File: config.mk
export PLATFORM = sky130hd
export DESIGN_NAME = ca_rule_gen_flat
export DESIGN_NICKNAME = d
export VERILOG_FILES = /design/src/rtl/ca_rule_gen_pkg.sv /design/src/rtl/ca_rule_gen_if.sv /design/src/rtl/ca_rule_word.sv /design/src/rtl/ca_rule_gen.sv /design/src/flat_wrapper.sv
export SDC_FILE = /design/constraint.sdc
export NUM_CORES = 1
export LEC_CHECK = 0
export BUFFER_PORTS_ARGS = -buffer_cell sky130_fd_sc_hd__buf_2
export CAP_MARGIN = 20
export CORE_UTILIZATION = 45
export CTS_CLUSTER_SIZE = 30
export DETAILED_ROUTE_END_ITERATION = 16
export PLACE_DENSITY = 0.69
export REMOVE_ABC_BUFFERS = 1
export SYNTH_ARGS = -nofsm -noshare
export SYNTH_HDL_FRONTEND = slang
export SYNTH_SLANG_ARGS = --single-unit
export TNS_END_PERCENT = 5
File: constraint.sdc
create_clock -name clk -period 3.1 [get_ports clk]
set_input_delay 0.62 -clock clk [delete_from_list [all_inputs] [get_ports clk]]
set_output_delay 0.62 -clock clk [all_outputs]
set_load 0.01 [all_outputs]
File: src/rtl/ca_rule_gen_pkg.sv
// ----------------------------------------------------------------------------
// ca_pkg: shared definitions for the elementary cellular-automaton generator.
//   - default geometry (cells per word, words per row, RAM address width)
//   - controller state encoding
//   - seed_cell(): index of the single live cell in a seed row
// ----------------------------------------------------------------------------
package ca_pkg;

    localparam int unsigned DEF_WORD_W    = 32'd16;
    localparam int unsigned DEF_ROW_WORDS = 32'd80;
    localparam int unsigned DEF_ADDR_W    = 32'd10;

    typedef enum logic [2:0] {
        IDLE     = 3'd0,
        PREFETCH = 3'd1,
        READ     = 3'd2,
        FLUSH    = 3'd3,
        SEED     = 3'd4,
        DONE     = 3'd5
    } ca_state_e;

    // The seed row has one live cell in the middle of the row.
    function automatic int unsigned seed_cell(input int unsigned row_cells);
        return row_cells / 32'd2;
    endfunction

endpackage

File: src/rtl/ca_rule_gen_if.sv
// ----------------------------------------------------------------------------
// ca_rule_gen_if: row RAM port used by the generator.
//   read/raddr  : read request, data returned on rdata one cycle later
//   write/waddr/wdata : single-cycle write
//   master = generator, slave = RAM
// ----------------------------------------------------------------------------
interface ca_rule_gen_if
    import ca_pkg::*;
#(
    parameter int unsigned WORD_W = DEF_WORD_W,
    parameter int unsigned ADDR_W = DEF_ADDR_W
);
    logic              read;
    logic [ADDR_W-1:0] raddr;
    logic [WORD_W-1:0] rdata;
    logic              write;
    logic [ADDR_W-1:0] waddr;
    logic [WORD_W-1:0] wdata;

    modport master (
        output read, raddr, write, waddr, wdata,
        input  rdata
    );

    modport slave (
        input  read, raddr, write, waddr, wdata,
        output rdata
    );
endinterface

File: src/rtl/ca_rule_word.sv
// ----------------------------------------------------------------------------
// ca_rule_word: applies an elementary rule to every cell of one word.
//   rule     : Wolfram rule number; new cell = rule[{L,C,R}]
//   left     : cell immediately left of word bit 0
//   word     : current cells, bit 0 is the leftmost cell
//   right    : cell immediately right of word bit WORD_W-1
//   new_word : next-generation cells
// Purely combinational.
// ----------------------------------------------------------------------------
module ca_rule_word
    import ca_pkg::*;
#(
    parameter int unsigned WORD_W = DEF_WORD_W
) (
    input  logic [7:0]        rule,
    input  logic              left,
    input  logic [WORD_W-1:0] word,
    input  logic              right,
    output logic [WORD_W-1:0] new_word
);

    // ext_s[0] is the left neighbour, ext_s[WORD_W+1] the right neighbour.
    logic [WORD_W+1:0] ext_s;

    // Evaluate the rule for each cell from its three-cell neighbourhood.
    always_comb begin
        ext_s    = {right, word, left};
        new_word = '0;
        for (int b = 0; b < int'(WORD_W); b++) begin
            new_word[b] = rule[{ext_s[b], ext_s[b+1], ext_s[b+2]}];
        end
    end

endmodule

File: src/rtl/ca_rule_gen.sv
// ----------------------------------------------------------------------------
// ca_rule_gen: computes one generation of an elementary cellular automaton,
// streaming a row word by word from one RAM bank into the other.
//   clk, rst  : clock, synchronous active-high reset
//   start     : one-cycle request; direction/seed/rule/wrap sampled with it
//   direction : source bank (destination is the other bank)
//   seed      : write the seed row instead of computing
//   rule      : Wolfram rule number
//   wrap      : 1 = periodic row, 0 = zero cells beyond both ends
//   busy      : operation in progress
//   done      : one-cycle completion pulse
//   ram       : row RAM port (1-cycle read latency)
// Compute run: the last word is read first so the left neighbour of word 0 is
// known, then words 0..ROW_WORDS-1. Each word is written once its right-hand
// word has arrived; word 0 is kept so the last word needs no extra read.
// ROW_WORDS must be at least 2.
// ----------------------------------------------------------------------------
module ca_rule_gen
    import ca_pkg::*;
#(
    parameter int unsigned WORD_W    = DEF_WORD_W,
    parameter int unsigned ROW_WORDS = DEF_ROW_WORDS,
    parameter int unsigned ADDR_W    = DEF_ADDR_W
) (
    input  logic          clk,
    input  logic          rst,
    input  logic          start,
    input  logic          direction,
    input  logic          seed,
    input  logic [7:0]    rule,
    input  logic          wrap,
    output logic          busy,
    output logic          done,
    ca_rule_gen_if.master ram
);

    localparam int unsigned IDX_W    = ADDR_W - 32'd1;
    localparam int unsigned CNT_W    = $clog2(ROW_WORDS + 32'd1);
    localparam int unsigned SEED_C   = seed_cell(ROW_WORDS * WORD_W);
    localparam int unsigned SEED_IDX = SEED_C / WORD_W;
    localparam int unsigned SEED_BIT = SEED_C % WORD_W;

    localparam logic [CNT_W-1:0] CNT_ZERO = CNT_W'(0);
    localparam logic [CNT_W-1:0] CNT_ONE  = CNT_W'(1);
    localparam logic [CNT_W-1:0] CNT_TWO  = CNT_W'(2);
    localparam logic [CNT_W-1:0] CNT_LAST = CNT_W'(ROW_WORDS - 32'd1);
    localparam logic [CNT_W-1:0] CNT_ROW  = CNT_W'(ROW_WORDS);
    localparam logic [CNT_W-1:0] CNT_SEED = CNT_W'(SEED_IDX);
    localparam logic [IDX_W-1:0] IDX_ZERO = IDX_W'(0);
    localparam logic [IDX_W-1:0] IDX_ONE  = IDX_W'(1);
    localparam logic [IDX_W-1:0] IDX_LAST = IDX_W'(ROW_WORDS - 32'd1);

    ca_state_e         state_r;
    logic [CNT_W-1:0]  cnt_r;
    logic              read_r;
    logic              write_r;
    logic              busy_r;
    logic              done_r;
    logic [ADDR_W-1:0] raddr_r;
    logic [ADDR_W-1:0] waddr_r;
    logic [WORD_W-1:0] wdata_r;
    logic [WORD_W-1:0] word0_r;
    logic [WORD_W-1:0] cur_r;
    logic              left_r;
    logic              dir_r;
    logic              wrap_r;
    logic [7:0]        rule_r;

    logic              pre_arr_s;
    logic              first_arr_s;
    logic              arr_s;
    logic              fin_s;
    logic              right_s;
    logic [IDX_W-1:0]  wr_idx_s;
    logic [WORD_W-1:0] new_word_s;

    // Seed row content for word idx: a single 1 at the middle cell.
    function automatic logic [WORD_W-1:0] seed_word(input logic [CNT_W-1:0] idx);
        logic [WORD_W-1:0] w;
        w = '0;
        if (idx == CNT_SEED) begin
            w[SEED_BIT] = 1'b1;
        end else begin
            w = '0;
        end
        return w;
    endfunction

    // Classify what rdata carries this cycle and choose the right neighbour.
    // READ cnt 0 sees the prefetched last word, READ cnt 1 sees word 0, later
    // READ cycles and FLUSH cnt 0 see words 1..ROW_WORDS-1, FLUSH cnt 1 is
    // the last word's turn (no data on rdata).
    always_comb begin
        pre_arr_s   = 1'b0;
        first_arr_s = 1'b0;
        arr_s       = 1'b0;
        fin_s       = 1'b0;
        case (state_r)
            READ: begin
                pre_arr_s   = (cnt_r == CNT_ZERO);
                first_arr_s = (cnt_r == CNT_ONE);
                arr_s       = (cnt_r > CNT_ONE);
            end
            FLUSH: begin
                arr_s = (cnt_r == CNT_ZERO);
                fin_s = (cnt_r == CNT_ONE);
            end
            default: begin
                pre_arr_s   = 1'b0;
                first_arr_s = 1'b0;
                arr_s       = 1'b0;
                fin_s       = 1'b0;
            end
        endcase
        if (fin_s) begin
            right_s = wrap_r & word0_r[0];
        end else begin
            right_s = ram.rdata[0];
        end
        // Writes within a run are contiguous, so the next index follows the last.
        if (write_r) begin
            wr_idx_s = waddr_r[IDX_W-1:0] + IDX_ONE;
        end else begin
            wr_idx_s = IDX_ZERO;
        end
    end

    ca_rule_word #(
        .WORD_W (WORD_W)
    ) u_rule_word (
        .rule     (rule_r),
        .left     (left_r),
        .word     (cur_r),
        .right    (right_s),
        .new_word (new_word_s)
    );

    // Controller FSM, word counter, word pipeline and registered RAM port.
    always_ff @(posedge clk) begin
        if (rst) begin
            state_r <= IDLE;
            cnt_r   <= CNT_ZERO;
            read_r  <= 1'b0;
            write_r <= 1'b0;
            busy_r  <= 1'b0;
            done_r  <= 1'b0;
            raddr_r <= '0;
            waddr_r <= '0;
            wdata_r <= '0;
            word0_r <= '0;
            cur_r   <= '0;
            left_r  <= 1'b0;
            dir_r   <= 1'b0;
            wrap_r  <= 1'b0;
            rule_r  <= 8'd0;
        end else begin
            case (state_r)
                IDLE: begin
                    read_r  <= 1'b0;
                    write_r <= 1'b0;
                    done_r  <= 1'b0;
                    if (start) begin
                        dir_r  <= direction;
                        wrap_r <= wrap;
                        rule_r <= rule;
                        busy_r <= 1'b1;
                        if (seed) begin
                            state_r <= SEED;
                            write_r <= 1'b1;
                            waddr_r <= {~direction, IDX_ZERO};
                            wdata_r <= seed_word(CNT_ZERO);
                            cnt_r   <= CNT_ONE;
                        end else begin
                            state_r <= PREFETCH;
                            read_r  <= 1'b1;
                            raddr_r <= {direction, IDX_LAST};
                            cnt_r   <= CNT_ZERO;
                        end
                    end else begin
                        busy_r <= 1'b0;
                    end
                end
                PREFETCH: begin
                    state_r <= READ;
                    read_r  <= 1'b1;
                    write_r <= 1'b0;
                    raddr_r <= {dir_r, IDX_ZERO};
                    cnt_r   <= CNT_ZERO;
                end
                READ: begin
                    write_r <= 1'b0;
                    if (cnt_r < CNT_LAST) begin
                        raddr_r <= {dir_r, IDX_W'(cnt_r + CNT_ONE)};
                        cnt_r   <= cnt_r + CNT_ONE;
                    end else begin
                        read_r  <= 1'b0;
                        state_r <= FLUSH;
                        cnt_r   <= CNT_ZERO;
                    end
                end
                FLUSH: begin
                    write_r <= 1'b0;
                    if (cnt_r == CNT_TWO) begin
                        busy_r  <= 1'b0;
                        done_r  <= 1'b1;
                        state_r <= DONE;
                        cnt_r   <= CNT_ZERO;
                    end else begin
                        cnt_r <= cnt_r + CNT_ONE;
                    end
                end
                SEED: begin
                    if (cnt_r < CNT_ROW) begin
                        write_r <= 1'b1;
                        waddr_r <= {~dir_r, IDX_W'(cnt_r)};
                        wdata_r <= seed_word(cnt_r);
                        cnt_r   <= cnt_r + CNT_ONE;
                    end else begin
                        write_r <= 1'b0;
                        busy_r  <= 1'b0;
                        done_r  <= 1'b1;
                        state_r <= DONE;
                        cnt_r   <= CNT_ZERO;
                    end
                end
                DONE: begin
                    done_r  <= 1'b0;
                    state_r <= IDLE;
                end
                default: begin
                    state_r <= IDLE;
                    read_r  <= 1'b0;
                    write_r <= 1'b0;
                    busy_r  <= 1'b0;
                    done_r  <= 1'b0;
                end
            endcase

            // Datapath; these assignments take precedence over the FSM defaults.
            if (pre_arr_s) begin
                left_r <= wrap_r & ram.rdata[WORD_W-1];
            end else if (first_arr_s) begin
                cur_r   <= ram.rdata;
                word0_r <= ram.rdata;
            end else if (arr_s) begin
                // rdata holds word k: word k-1 is now complete.
                write_r <= 1'b1;
                waddr_r <= {~dir_r, wr_idx_s};
                wdata_r <= new_word_s;
                left_r  <= cur_r[WORD_W-1];
                cur_r   <= ram.rdata;
            end else if (fin_s) begin
                write_r <= 1'b1;
                waddr_r <= {~dir_r, wr_idx_s};
                wdata_r <= new_word_s;
            end else begin
                left_r <= left_r;
            end
        end
    end

    assign ram.read  = read_r;
    assign ram.raddr = raddr_r;
    assign ram.write = write_r;
    assign ram.waddr = waddr_r;
    assign ram.wdata = wdata_r;
    assign busy      = busy_r;
    assign done      = done_r;

endmodule

File: src/flat_wrapper.sv
// flat-port wrapper written by rule: the top's interface ports become plain ports
module ca_rule_gen_flat import ca_pkg::*;
#(
    parameter int unsigned WORD_W    = DEF_WORD_W,
    parameter int unsigned ROW_WORDS = DEF_ROW_WORDS,
    parameter int unsigned ADDR_W    = DEF_ADDR_W
)
  (clk, rst, start, direction, seed, rule, wrap, busy, done, ram_read, ram_raddr, ram_write, ram_waddr, ram_wdata, ram_rdata);
  ca_rule_gen_if #(.WORD_W(WORD_W), .ADDR_W(ADDR_W)) ram_i ();
  input  logic clk;
  input  logic rst;
  input  logic start;
  input  logic direction;
  input  logic seed;
  input  logic [7:0] rule;
  input  logic wrap;
  output logic busy;
  output logic done;
  output wire logic [$bits(ram_i.read)-1:0] ram_read;
  output wire logic [$bits(ram_i.raddr)-1:0] ram_raddr;
  output wire logic [$bits(ram_i.write)-1:0] ram_write;
  output wire logic [$bits(ram_i.waddr)-1:0] ram_waddr;
  output wire logic [$bits(ram_i.wdata)-1:0] ram_wdata;
  input wire logic [$bits(ram_i.rdata)-1:0] ram_rdata;
  assign ram_read = ram_i.read;
  assign ram_raddr = ram_i.raddr;
  assign ram_write = ram_i.write;
  assign ram_waddr = ram_i.waddr;
  assign ram_wdata = ram_i.wdata;
  assign ram_i.rdata = ram_rdata;
  ca_rule_gen #(.WORD_W(WORD_W), .ROW_WORDS(ROW_WORDS), .ADDR_W(ADDR_W)) u_core (.clk(clk), .rst(rst), .start(start), .direction(direction), .seed(seed), .rule(rule), .wrap(wrap), .busy(busy), .done(done), .ram(ram_i));
endmodule
==> results.toml <==
[pwr]
report.power.total_mw = 3.01
internal_power_mw = 1.93
pwr-share-clk = 0.280
p_leak_nw = 1.90
p_per_area_mw_per_mm2 = 563
peakVddDrop_v = 0.000258
p_sw_frac = 0.360
combPwrFrac = 0.290
power_frac_seq = 0.430
switchingPower_mw = 1.09

[timing]
slew_violations = 0
maxSlewHeadroom = 0.479
setup_slack_ns = 0.604
finalSetupTns_ns = 0
period_minus_slack_ns = 2.50
tightestPinTransition_ns = 0.777
finalHoldViolCount = 0
period_share = 0.805
setup-violations-final = 0
skew_ns = 0.00944
max_freq_mhz = 401
rsz0062_at_grt = "false"

[setup_path]
critPathArrivalTime_ns = 2.77
cp_max_fo = 16
path_class = "reg -> reg"
worstPathRequired_ns = 3.38
cp-end-kind = "flip-flop"
cp-start-kind = "flip-flop"

[cells_and_area]
mostFrequentLayoutCells = "dfxtp_1 (77), buf_2 (68), nand2_1 (60)"
area_delta_synth_final_pct = 10.8
n_antenna_cell = 0
fin_nets = 576
layout_commonest_cell = "dfxtp_1"
drive_gt1_frac = 0.275

[synth]
syn_area_sq_mm = 0.00483
async_flop_share = 0
synth-edff-count = 0
avgSynthCellArea_sq_um = 9.47
yosys_warnings = 0
ys_ff_latch = 77
synth-main-ff-cell = "dfxtp_1"
ys_types = 61
synthCells = 510
synth_seq_area_share = 0.319

[clock_tree]
clk_pin_slew_ns = 0.08
cts_max_level = 3
numCtsBuffers = 9
insertion_delay_ns = 0.37
cts_resized = 0
clock_sinks = 77
clk_path_buf_depth = 2
tritoncts = "done"
root_buffer = "clkbuf_8"
post_cts.repair.setup_buffers = 0
holdBufCountCts = 0

[place]
place.gp.congestion = 0.871
port_buffers = 68
dp_slack_ns = 0.631
dp_hpwl_microns = 7890

[outcome]
status = "complete, no violations"

[routing]
drt_iter0_markers = 205
antenna_left = 0
wl_per_cell_microns = 16.8
first_pass_iters = 4
via_per_inst = 5.88
vias = 4007
drcViolationCount = 0
wl_microns = 11400

[global_routing]
grt_pass1_vias = 3802
grt_pass1_wl_microns = 19000
grt_usage = 0.219
grt_max_degree = 56
grt-ovfl-total = 0
antenna_found_initial = 0

[run]
drv_cap = 0

[die]
rows = 37
die_w_microns = 106
core_sq_mm = 0.0104
die_h_microns = 106
pin_count = 70
die_area_sq_mm = 0.0112
start_util = 0.466

[min_path]
hp-class = "reg -> reg"
[final timing paths]
| kind | startpoint | end | slack [ns] | depth (start not counted) |
|---|---|---|---|---|
| setup / recovery | u_core.state_r[1] | u_core.ram.raddr[1] | 0.60 | 5 |
| setup reg to reg | u_core.state_r[1] | u_core.ram.raddr[1] | 0.60 | 5 |
| hold reg to reg | u_core.ram.raddr[5] | u_core.ram.raddr[5] | 0.46 | 2 |
| hold / removal | u_core.ram.raddr[5] | u_core.ram.raddr[5] | 0.46 | 2 |
[state kept, by name, summed over array words and instances (netlist names)]
name / cells
u_core.ram.raddr: 9
u_core.ram.wdata: 16
u_core.state_r: 3
u_core.done: 1
u_core.left_r: 1
u_core.cnt_r: 7
u_core.wrap_r: 1
u_core.ram.read: 1
u_core.busy: 1
u_core.word0_r: 1
u_core.dir_r: 1
u_core.ram.write: 1
u_core.cur_r: 16
u_core.ram.waddr: 10
u_core.rule_r: 8
[Yosys cell counts (3+ instances only)]
cell / number / area share
mux2_2: 15 / 0.035
o21ai_0: 12 / 0.012
nand2_1: 60 / 0.047
and2_1: 3 / 0.0039
mux2i_1: 35 / 0.073
xor2_1: 4 / 0.0073
nand3_1: 10 / 0.010
nand4_1: 5 / 0.0065
a311oi_1: 4 / 0.0073
nor3_1: 6 / 0.0062
ha_1: 5 / 0.013
a211oi_1: 9 / 0.014
dfxtp_1: 77 / 0.32
a21oi_2: 3 / 0.0054
nor2b_1: 3 / 0.0039
nor4_1: 3 / 0.0039
nand4b_1: 4 / 0.0073
buf_2: 10 / 0.010
nand2b_1: 39 / 0.051
a21oi_1: 22 / 0.023
nor2_1: 40 / 0.031
a221oi_1: 8 / 0.015
inv_1: 5 / 0.0039
clkbuf_1: 38 / 0.030
xnor2_1: 6 / 0.011
nand3b_1: 3 / 0.0047
a22oi_1: 4 / 0.0062
buf_6: 3 / 0.0070
mux4_2: 32 / 0.15
a31oi_1: 3 / 0.0039
[power groups by stage]
| stage | clock [mW] | combinational (mW) | sequential, mW |
|---|---|---|---|
| 5_1_grt | 0.916 | 0.967 | 1.32 |
| 3_5_place_dp | 0 | 0.871 | 1.32 |
| 6_report | 0.842 | 0.874 | 1.30 |
| 2_1_floorplan | 0 | 0.590 | 1.28 |
| 3_3_place_gp | 0 | 0.854 | 1.31 |
| 4_1_cts | 0.863 | 0.873 | 1.29 |
[logic make-up (layout without fill, tap and decap cells)]
logic type | count (synthesis) | in the layout | synth area share
buffers and inverters | 59 | 95 | 0.0606
adders and majority gates | 5 | 5 | 0.0130
other | 1 | 1 | 0.000776
muxes | 82 | 82 | 0.257
DFF | 77 | 77 | 0.319
AOI/OAI and AO/OA | 86 | 86 | 0.129
xor gates and xnor gates | 10 | 10 | 0.0181
and+or+nand+nor | 190 | 190 | 0.203
[metrics by stage]
step / std cells / area (sq um) / hold WS, ns / utilization
after floorplan: 456 / 4560 / 0.443 / -
after global placement: 666 / 5140 / 0.442 / 0.495
after detailed placement: 666 / 5140 / 0.447 / 0.495
after CTS: 682 / 5350 / 0.458 / 0.516
after global routing: 682 / 5350 / 0.463 / 0.516
final: 682 / 5350 / 0.458 / 0.516
[worst max-delay path: stages, from the launching register on]
cell	delay, ns
dfxtp_1	0.61
or3b_2	0.59
a211oi_4	0.37
nand2b_1	0.47
nor2_1	0.08
a311oi_1	0.27
[routing by layer]
layer,routed length [microns],up-vias,global-route usage
met2,5600,158,0.362
li1,-,1909,-
met5,0,-,0
met3,803,17,0.0606
met4,212,0,0.0804
met1,4810,1923,0.272
[cell type report]
class	instances	area [sq um]
clock buffer	9	124
sequential	77	1540
multi-input combinational	374	3000
inverter	5	18.8
clock inverter	7	90.1
tap	136	170
timing repair buffer	74	410
fill	980	5020
(Power assumes the default switching activity.)
